==> src/rtl/vga_mode_ctrl.sv <==
// vga_mode_ctrl: key-driven display-mode scheduler for the VGA pattern datapath.
// Synchronises and debounces four raw active-low buttons, runs the MANUAL/AUTO/FROZEN
// mode FSM and steps the pattern index only at frame boundaries so no frame is torn.
module vga_mode_ctrl #(
    parameter int NUM_PAT     = 8,
    parameter int MODE_W      = 3,
    parameter int DEB_CYC     = 500000,
    parameter int AUTO_FRAMES = 120
) (
    input  logic              vga_clk,
    input  logic              sys_rst_n,
    input  logic              key_s,
    input  logic              key_d,
    input  logic              key_f,
    input  logic              key_g,
    input  logic              frame_start,
    output logic [MODE_W-1:0] pat_sel,
    output logic              pat_upd,
    output logic              auto_en,
    output logic              freeze
);

    localparam int CNT_W = 20;
    localparam int FC_W  = 8;
    localparam logic [CNT_W-1:0]  DEB_LAST = CNT_W'(DEB_CYC - 1);
    localparam logic [FC_W-1:0]   AF_LAST  = FC_W'(AUTO_FRAMES - 1);
    localparam logic [MODE_W-1:0] PAT_LAST = MODE_W'(NUM_PAT - 1);

    typedef enum logic [1:0] {ST_MANUAL, ST_AUTO, ST_FROZEN} state_t;
    typedef enum logic [1:0] {PEND_NONE, PEND_NEXT, PEND_PREV} pend_t;

    // Key bit order everywhere: [0]=s (next), [1]=d (prev), [2]=f (auto), [3]=g (freeze)
    logic [3:0]            keys_raw;
    logic [3:0]            sync1_q, sync2_q;
    logic [3:0]            deb_q, deb_d;
    logic [3:0]            deb_dly_q;
    logic [3:0][CNT_W-1:0] cnt_q, cnt_d;
    logic [3:0]            press;

    state_t            state_q, state_d;
    state_t            saved_q, saved_d;
    pend_t             pend_q, pend_d;
    logic [FC_W-1:0]   fcnt_q, fcnt_d;
    logic [MODE_W-1:0] pat_q, pat_d;
    logic              upd_q, upd_d;
    logic              auto_q, auto_d;
    logic              frz_q, frz_d;
    logic              adv_next, adv_prev;

    assign keys_raw = {key_g, key_f, key_d, key_s};

    // Press pulse appears the cycle after the debounced level has fallen
    assign press = deb_dly_q & ~deb_q;

    // Debounce: a level is accepted only after DEB_CYC consecutive differing samples
    always_comb begin
        deb_d = deb_q;
        cnt_d = cnt_q;
        for (int i = 0; i < 4; i++) begin
            if (sync2_q[i] != deb_q[i]) begin
                if (cnt_q[i] == DEB_LAST) begin
                    deb_d[i] = sync2_q[i];
                    cnt_d[i] = '0;
                end else begin
                    cnt_d[i] = cnt_q[i] + 1'b1;
                end
            end else begin
                cnt_d[i] = '0;
            end
        end
    end

    // Key synchroniser, debounce state and edge-detect history
    always_ff @(posedge vga_clk or negedge sys_rst_n) begin
        if (!sys_rst_n) begin
            sync1_q   <= '1;
            sync2_q   <= '1;
            deb_q     <= '1;
            deb_dly_q <= '1;
            cnt_q     <= '0;
        end else begin
            sync1_q   <= keys_raw;
            sync2_q   <= sync1_q;
            deb_q     <= deb_d;
            deb_dly_q <= deb_q;
            cnt_q     <= cnt_d;
        end
    end

    // Mode FSM, pending request and frame-aligned pattern stepping
    always_comb begin
        state_d  = state_q;
        saved_d  = saved_q;
        pend_d   = pend_q;
        fcnt_d   = fcnt_q;
        adv_next = 1'b0;
        adv_prev = 1'b0;

        // Frame boundary work uses the state before any same-cycle transition
        if (frame_start && state_q != ST_FROZEN) begin
            if (pend_q != PEND_NONE) begin
                adv_next = (pend_q == PEND_NEXT);
                adv_prev = (pend_q == PEND_PREV);
                pend_d   = PEND_NONE;
                if (state_q == ST_AUTO) fcnt_d = '0;
            end else if (state_q == ST_AUTO) begin
                if (fcnt_q == AF_LAST) begin
                    adv_next = 1'b1;
                    fcnt_d   = '0;
                end else begin
                    fcnt_d = fcnt_q + 1'b1;
                end
            end
        end

        // A press landing on frame_start survives until the following frame_start
        if (state_q != ST_FROZEN) begin
            if (press[0] && press[1])  pend_d = PEND_NONE;
            else if (press[0])         pend_d = PEND_NEXT;
            else if (press[1])         pend_d = PEND_PREV;
        end

        case (state_q)
            ST_MANUAL: begin
                if (press[3]) begin
                    state_d = ST_FROZEN;
                    saved_d = ST_MANUAL;
                    pend_d  = PEND_NONE;
                end else if (press[2]) begin
                    state_d = ST_AUTO;
                    fcnt_d  = '0;
                end
            end
            ST_AUTO: begin
                if (press[3]) begin
                    state_d = ST_FROZEN;
                    saved_d = ST_AUTO;
                    pend_d  = PEND_NONE;
                end else if (press[2]) begin
                    state_d = ST_MANUAL;
                end
            end
            ST_FROZEN: begin
                if (press[3]) state_d = saved_q;
            end
            default: state_d = ST_MANUAL;
        endcase

        pat_d = pat_q;
        if (adv_next)      pat_d = (pat_q == PAT_LAST) ? '0 : pat_q + 1'b1;
        else if (adv_prev) pat_d = (pat_q == '0) ? PAT_LAST : pat_q - 1'b1;

        upd_d  = (pat_d != pat_q);
        auto_d = (state_d == ST_AUTO);
        frz_d  = (state_d == ST_FROZEN);
    end

    // Control state and registered outputs
    always_ff @(posedge vga_clk or negedge sys_rst_n) begin
        if (!sys_rst_n) begin
            state_q <= ST_MANUAL;
            saved_q <= ST_MANUAL;
            pend_q  <= PEND_NONE;
            fcnt_q  <= '0;
            pat_q   <= '0;
            upd_q   <= 1'b0;
            auto_q  <= 1'b0;
            frz_q   <= 1'b0;
        end else begin
            state_q <= state_d;
            saved_q <= saved_d;
            pend_q  <= pend_d;
            fcnt_q  <= fcnt_d;
            pat_q   <= pat_d;
            upd_q   <= upd_d;
            auto_q  <= auto_d;
            frz_q   <= frz_d;
        end
    end

    assign pat_sel = pat_q;
    assign pat_upd = upd_q;
    assign auto_en = auto_q;
    assign freeze  = frz_q;

endmodule

==> config.mk <==
export PLATFORM = sky130hd
export DESIGN_NAME = vga_mode_ctrl
export DESIGN_NICKNAME = d
export VERILOG_FILES = /design/src/rtl/vga_mode_ctrl.sv
export SDC_FILE = /design/constraint.sdc
export NUM_CORES = 1
export LEC_CHECK = 0
export ABC_AREA = 1
export CAP_MARGIN = 20
export CORE_MARGIN = 4
export CORE_UTILIZATION = 48
export DETAILED_ROUTE_END_ITERATION = 7
export PLACE_DENSITY_LB_ADDON = 0.15
export SLEW_MARGIN = 20
export SYNTH_ARGS = -nofsm -noshare
export SYNTH_HDL_FRONTEND = slang
export SYNTH_SLANG_ARGS = --single-unit
export TNS_END_PERCENT = 20
==> constraint.sdc <==
create_clock -name vga_clk -period 1.8 [get_ports vga_clk]
set_input_delay 0.36 -clock vga_clk [delete_from_list [all_inputs] [get_ports vga_clk]]
set_output_delay 0.36 -clock vga_clk [all_outputs]
set_load 0.02 [all_outputs]
; ---- Yosys cells after proc, flatten, opt, wreduce, memory -nomap -nowiden
; Cells that the tools add are included.
[word_totals]
elab_cells = 103
regBits = 116
inputBits = 7
output_inout_bits = 6
[classes]
n_addsub = 7
n_eq_ne = 20
bitwise = 2
mux = 43
n_reduce_logical = 12
[op_table]
columns = op, n
row1 = 20-bit 2-to-1 mux, 8
row2 = 20-bit by 1-bit adder with 20-bit output (second input constant), 4
row3 = 20-bit by 19-bit == test with 1-bit output (second input constant), 4
row4 = 8-bit 2-to-1 mux, 8
row5 = 2-bit 2-to-1 mux, 15
row6 = 3-bit 2-to-1 mux, 4
row7 = 8-bit by 1-bit adder with 8-bit output (second input constant), 1
row8 = 8-bit by 7-bit == test with 1-bit output (second input constant), 1
row9 = 2-bit AND reduction, 4
row10 = 2-bit by 1-bit == test with 1-bit output (second input constant), 3
row11 = 2-bit == test (second input constant), 3
row12 = 1-bit 2-to-1 mux, 6
row13 = 2-bit != test (second input constant), 3
row14 = 2-bit case mux with 3 select lines, 1
row15 = 4-bit AND, 1
row16 = 1-bit != test, 4
row17 = 4-bit NOT, 1
row18 = 2-bit case mux with 2 select lines, 1
row19 = 2-bit nonzero test, 2
row20 = 3-bit by 1-bit adder with 3-bit output (second input constant), 1
row21 = 3-bit == test (second input constant), 1
row22 = 3-bit logical NOT, 1
row23 = 3-bit != test, 1
row24 = 3-bit AND reduction, 1
row25 = other kinds (4), 5

; ---- Depth between registers and ports, before layout
; Gate-level depths: netlist (run 1).
[depth]
word_depth = 9
ltp_mapped = 10
depth_no_buf = 10

; ---- Worst setup path after synthesis (run 1)
; Ideal clock, no wire load.
[synth_timing]
path_type = register to register
start = register pat_q[0], in the netlist pat_sel[0]
end = register upd_q, in the netlist pat_upd
required_ns = 1.676
setup_slack_ns = 0.282
path_buffers = 0
setup_time_ns = 0.124
stages_incl_launch_ff = 11
synth_period_minus_slack_ns = 1.518
t_arrival_ns = 1.394
cell_sequence = dfrtp_1 inv_1 ha_1 nand2_1 nand2_1 nor2_1 nor2_1 nand2_1 nand3_1 nand2_1 nand3_1
[synth_via]
elab_chain_len = 5
elab_cells_between_ends = 9
cone_classes = add/sub (2) / eq/ne (2) / mux (4) / reduce/logical (1)
[synth_lines]
columns = item, line_no
row1 = start: declaration, 44  ; logic [MODE_W-1:0] pat_q, pat_d;
row2 = start signal: assignment, 174  ; pat_q <= pat_d;
row3 = 3-bit by 1-bit subtractor with 3-bit output or 3-bit logical NOT (tied branches), 151  ; else if (adv_prev) pat_d = (pat_q == '0) ? PAT_LAST : pat_q - 1'b1;
row4 = 3-bit 2-to-1 mux (2 in series), 151
row5 = 3-bit 2-to-1 mux, 150  ; if (adv_next) pat_d = (pat_q == PAT_LAST) ? '0 : pat_q + 1'b1;
row6 = 3-bit != test (*), 153  ; upd_d = (pat_d != pat_q);
row7 = named net upd_d, 45  ; logic upd_q, upd_d;
row8 = end signal: assignment, 175  ; upd_q <= upd_d;
row9 = end: declaration, 45
; The timed path passes the listed nets; every way through them passes the cells marked *.
; A chain may end at the register's enable or synchronous reset.

; ---- Worst setup path in the final report (run 1)
[layout_timing]
start = register pat_q[2], in the netlist pat_sel[2]
end = output port pat_sel[2]
[layout_lines]
columns = item, line_no
row1 = end: declaration, 17  ; output logic [MODE_W-1:0] pat_sel,
; No word-level cell between the ends.

==> impl_metrics.toml, run 1 <==
[clock_tree]
clock_latency_ns = 0.41
clock_sinks = 115
cts_buffer_depth = 2
h-tree-depth = 4
path_clk_slew_ns = 0.05
numCtsBuffers = 17
cts_setup_buffers = 0
cts_tree = "done"
cts_root_buf = "clkbuf_16"

[drt]
drc = 0
vias = 5009
route.detailed.wl_per_inst_um = 12.53
wirelength_um = 12330
viasPerCell = 5.090
drt_first_pass_iters = 5
ant_nets = 0
drtIter0Drc = 382

[power]
leakage_nw = 3.253
power.internal_mw = 5.477
vdd_drop_max_v = 0.0007129
seqPwrFrac_pct = 39.0
p_total_mw = 6.898
p_switching_mw = 1.421
pwr-share-clk_pct = 55.0
power_frac_comb_pct = 6.0
p_sw_share_pct = 20.60
power_density_mw_per_mm2 = 945.8

[placed_design]
place_congestion = 0.8817
numPortBuffers = 12
pre_cts_slack_ns = -0.03033
dp_hpwl_um = 8910

[die]
dieArea_mm2 = 0.01477
die_y_um = 121.5
fp-row-count = 41
initial_utilization_pct = 49.02
core_mm2 = 0.01262
ios = 13
die_w_um = 121.5

[grt]
overflow = 0
grt.total_usage_pct = 18.50
antenna_found_initial = 0
grt_pass1_vias = 4965
grt_first_pass_wirelength_um = 21990
grt_max_degree = 43

[timing]
fin_crit_ns = 1.713
setup_ws_ns = 0.08749
setup_viol = 0
drv_slew = 0
hold_viol = 0
min_period_over_period_pct = 95.14
rsz0062_at_grt = "true"
slew_headroom_pct = 72.47
fmax_mhz = 583.9
fin_worst_skew_ns = 0.006421
worst_pin_slew_ns = 0.4114

[synth]
syn_inst = 761
yosysWarnings = 0
syn_area_per_cell_um2 = 8.129
yosys.area.top_type = "dfrtp_1"
synth_top_area_share_pct = 40.05
synthTopCellsByArea = "dfrtp_1, nand2_1, nor2_1"
netlist_area_mm2 = 0.006186
synth_cell_types = 44
seq_area_frac_synth_pct = 46.84
syn_nets = 777
ys_seq_elements = 115

[setup_path]
critPathSlowestCell = "clkdlybuf4s50_1"
r2r_cells = 5
cp-endpoint = "pat_sel[2]"
worst-path-max-fanout = 2
cp-end-kind = "output port"
r2r_start = "cnt_q[11]$_DFF_PN0_"
worstSetupStartpoint = "pat_sel[2]$_DFF_PN0_"
worstPathArrival_ns = 1.35
cp_top_family = "buffers and inverters"
r2r_slack_ns = 0.16
slowest_delay_ns = 0.60
critPathLaunchType = "flip-flop"
crit_buf_inv = 1
cp_cell_sequence = "clkdlybuf4s50_1"
critPathKind = "flip-flop to output port"
critical_path_depth = 1
cp.required_ns = 1.44
timing.rr.end = "cnt_q[8]$_DFF_PN0_"

[layout]
layout_commonest_cell = "nand2_1"
layout-drive-gt1-share_pct = 14.04
n_antenna_cell = 0
area_growth_pct = 17.90
final_nets = 815
layout_common_cells = "nand2_1, nor2_1, inv_1"

[worst_hold_path]
hold_path_class = "flip-flop to flip-flop"

[flow_run]
drv_cap = 0

[run_status]
outcome = "complete, no violations"
-- final cells by class --
| cell class | instances | area, µm² |
|---|---|---|
| clock buffers | 24 | 511.7 |
| clock inverters | 8 | 168.9 |
| fillers | 1142 | 5326 |
| inverters | 108 | 406.6 |
| multi-input cells | 537 | 2890 |
| flip-flops and latches | 115 | 2898 |
| well taps | 172 | 215.2 |
| repair buffers | 20 | 202.7 |
-- power by group through the flow --
stage                     clock, mW  combinational (mW)  sequential [mW]
after floorplan                   0               0.213             2.75
after global placement            0               0.421             2.73
after detailed placement          0               0.423             2.73
after CTS                      3.88               0.420             2.69
after global routing           4.03               0.483             2.69
final                          3.80               0.414             2.69
-- flip-flops by register name, indices dropped and copies added, names as in the netlist, 2 cells and up --
signal and count:
cnt_q 80, fcnt_q 8, deb_dly_q 4, deb_q 4
sync1_q 4, sync2_q 4, pat_sel 3, pend_q 2
state_q 2
-- metrics by stage --
| stage | util [%] | hold slack [ns] | cells | setup TNS, ns | cell area, µm² |
|---|---|---|---|---|---|
| after floorplan | - | 0.06441 | 761 | 0 | 6186 |
| after global placement | 52.18 | 0.2913 | 951 | 0 | 6585 |
| after detailed placement | 52.18 | 0.2868 | 951 | -0.03033 | 6585 |
| after CTS | 57.63 | 0.3403 | 984 | 0 | 7273 |
| after global routing | 57.79 | 0.3318 | 984 | -0.01273 | 7293 |
| final | 57.79 | 0.3542 | 984 | 0 | 7293 |
-- logic make-up after synthesis --
logic type	Yosys count	share of synthesized area, %
AOI/OAI and AO/OA	61	5.563
xor gates and xnor gates	36	5.097
adders and majority gates	9	1.820
buffers and inverters	109	6.755
DFF	115	46.84
muxes	1	0.1820
and+or+nand+nor	430	33.74
-- per-layer routing --
metal / track usage [%] / vias up / wire length (µm)
li1: - / 2544 / -
met1: 24.44 / 2369 / 5998
met2: 29.29 / 79 / 5659
met3: 5.361 / 17 / 471
met4: 6.303 / 0 / 202
met5: 0 / - / 0
-- worst min path at each step --
stage,start,end,slack (ns),depth (start not counted)
after CTS,key_s,sync1_q[0]$_DFF_PN1_,0.34,1
after global placement,sys_rst_n,cnt_q[77]$_DFF_PN0_,0.29,1
final,sync1_q[0]$_DFF_PN1_,sync2_q[0]$_DFF_PN1_,0.35,0
after global routing,key_d,sync1_q[1]$_DFF_PN1_,0.33,1
after detailed placement,sys_rst_n,cnt_q[77]$_DFF_PN0_,0.29,1
after floorplan,sys_rst_n,auto_en$_DFF_PN0_,0.06,0
-- repair_timing --
| action | in CTS | in global routing |
|---|---|---|
| resized for setup | 2 | 5 |
| hold endpoints to repair | 20 | 0 |
| endpoints found under the setup margin | 2 | 23 |
| hold buffers | 1 | 0 |
-- synthesized netlist by cell type, drive strengths merged --
cell / count
a211oi: 1
a21o: 1
a21oi: 29
a22oi: 3
a31oi: 6
and2: 2
and3: 7
buf: 1
clkinv: 2
dfrtp: 99
dfstp: 16
ha: 9
inv: 106
mux2: 1
nand2: 143
nand3: 45
nand3b: 5
nand4: 19
nor2: 132
nor3: 59
nor3b: 12
nor4: 1
o211ai: 1
o21a: 1
o21ai: 16
o311ai: 2
o31ai: 1
or2: 5
xnor2: 5
xor2: 31
Note: power is estimated with default switching activity, not from simulation.
==> run 2: changes to the inputs <==
CORE_ASPECT_RATIO = 1.25   (was default)
==> impl_metrics.toml, run 2 (synthesis results as in run 1) <==
[layout]
max_flop_register = "cnt_q"
layout_commonest_cell = "nand2_1"
n_antenna_cell = 0
stdcell_count = 979
finish.utilization_pct = 56.64
layout_common_cells = "nand2_1, nor2_1, inv_1"
final_nets = 815
biggestRegsByFlops = "cnt_q x80, fcnt_q x8"
layout-drive-gt1-share_pct = 13.44
area_growth_pct = 15.94
largest_reg_flops = 80

[setup_path]
critPathKind = "flip-flop to output port"
worstSetupStartpoint = "freeze$_DFF_PN0_"
cp-endpoint = "freeze"
cp-end-kind = "output port"
crit_buf_inv = 1
worst-path-max-fanout = 1
critPathLaunchType = "flip-flop"
cp_top_family = "buffers and inverters"
worstPathArrival_ns = 1.35
cp_cell_sequence = "clkdlybuf4s50_1"
critical_path_depth = 1
r2r_slack_ns = 0.17
critPathSlowestCell = "clkdlybuf4s50_1"
r2r_start = "pat_sel[0]$_DFF_PN0_"
timing.rr.end = "pat_upd$_DFF_PN0_"
cp.required_ns = 1.44
slowest_delay_ns = 0.60
r2r_cells = 10

[timing]
hold_viol = 0
fmax_mhz = 583.2
drv_slew = 0
fin_crit_ns = 1.715
rsz0062_at_grt = "false"
fin_worst_skew_ns = 0.008414
slew_headroom_pct = 65.02
setup_ws_ns = 0.08541
min_period_over_period_pct = 95.25
worst_pin_slew_ns = 0.5182
setup_viol = 0
setup_tns_ns = 0

[placed_design]
dp_hpwl_um = 8997
numPortBuffers = 12
place_inst = 947
place_congestion = 0.9118
pre_cts_slack_ns = -0.01594

[die]
die_y_um = 134.9
initial_utilization_pct = 48.85
ios = 13
core_mm2 = 0.01266
dieArea_mm2 = 0.01478
die_w_um = 109.5
fp-row-count = 46

[power]
leakage_nw = 3.197
vdd_drop_max_v = 0.0005183
p_total_mw = 6.312
power_density_mw_per_mm2 = 880.2

[drt]
drtIter0Drc = 224
vias = 5052
ant_nets = 0
wirelength_um = 12520
drt_first_pass_iters = 5
drc = 0
route.detailed.wl_per_inst_um = 12.79
viasPerCell = 5.160

[grt]
grt.total_usage_pct = 18.67
grt_pass1_vias = 5112
grt_first_pass_wirelength_um = 22330
grt_max_degree = 47
overflow = 0
antenna_found_initial = 0

[clock_tree]
cts_root_buf = "clkbuf_16"
numCtsBuffers = 17
h-tree-depth = 4
clock_sinks = 115
cts_tree = "done"
cts_buffer_depth = 2
path_clk_slew_ns = 0.05
clock_latency_ns = 0.41

[worst_hold_path]
hold_path_class = "flip-flop to flip-flop"

[flow_run]
drv_cap = 0

[run_status]
outcome = "complete, no violations"
[run 2: changes by cell type in the layout (fill, tap and decap cells not counted), moves of 2 or more]
cell	change
bufinv_16	-3
clkbuf_1	+4
clkbuf_8	-3
clkinv_2	+2
nor2_1	-2
[run 2: area by class of cell]
class / count / area, µm²
fillers: 1156 / 5490
multi-input cells: 537 / 2890
inverters: 108 / 406.6
well taps: 168 / 210.2
clock inverters: 6 / 80.08
clock buffers: 25 / 485.5
flip-flops and latches: 115 / 2898
repair buffers: 20 / 201.4
[run 2: per-layer routing]
metal  track usage (%)  share of wire [%]
met1             22.80                 44
met2             31.98                 51
met3             4.065                3.6
met4             7.069                2.2
met5                 0                  0
[run 2: worst min-delay path by stage]
stage	depth (start not counted)	from	endpoint
2_1_floorplan	0	sys_rst_n	auto_en$_DFF_PN0_
3_3_place_gp	1	sys_rst_n	cnt_q[15]$_DFF_PN0_
3_5_place_dp	1	sys_rst_n	cnt_q[15]$_DFF_PN0_
4_1_cts	1	key_d	sync1_q[1]$_DFF_PN1_
5_1_grt	1	key_d	sync1_q[1]$_DFF_PN1_
6_report	0	sync1_q[3]$_DFF_PN1_	sync2_q[3]$_DFF_PN1_
[run 2: where the power goes]
part / internal [mW] / switching, mW
logic: 0.145 / 0.255
clock network: 2.13 / 1.09
registers: 2.65 / 0.0421
[run 2: worst register-to-register path, cell delays in order, from the launching register on]
cell	delay (ns)
dfrtp_1	0.45
inv_1	0.13
ha_1	0.23
nand2_1	0.13
nand2_1	0.09
nor2_1	0.13
nor2_1	0.06
nand2_1	0.08
nand3_1	0.07
nand2_1	0.06
nand3_1	0.07
[run 2: through the flow]
step                      hold slack, ns  cell area, µm²
after global routing              0.3441            7172
after CTS                         0.3453            7152
final                             0.3545            7172
after detailed placement          0.3150            6580
after floorplan                  0.06441            6186
after global placement            0.3101            6580
[run 2: timing repair]
action / CTS / global route
endpoints found under the hold margin: 23 / 0
setup endpoints to repair: 3 / 8
resized for setup: 3 / 5
setup buffers: 0 / 0
hold buffers: 1 / 0
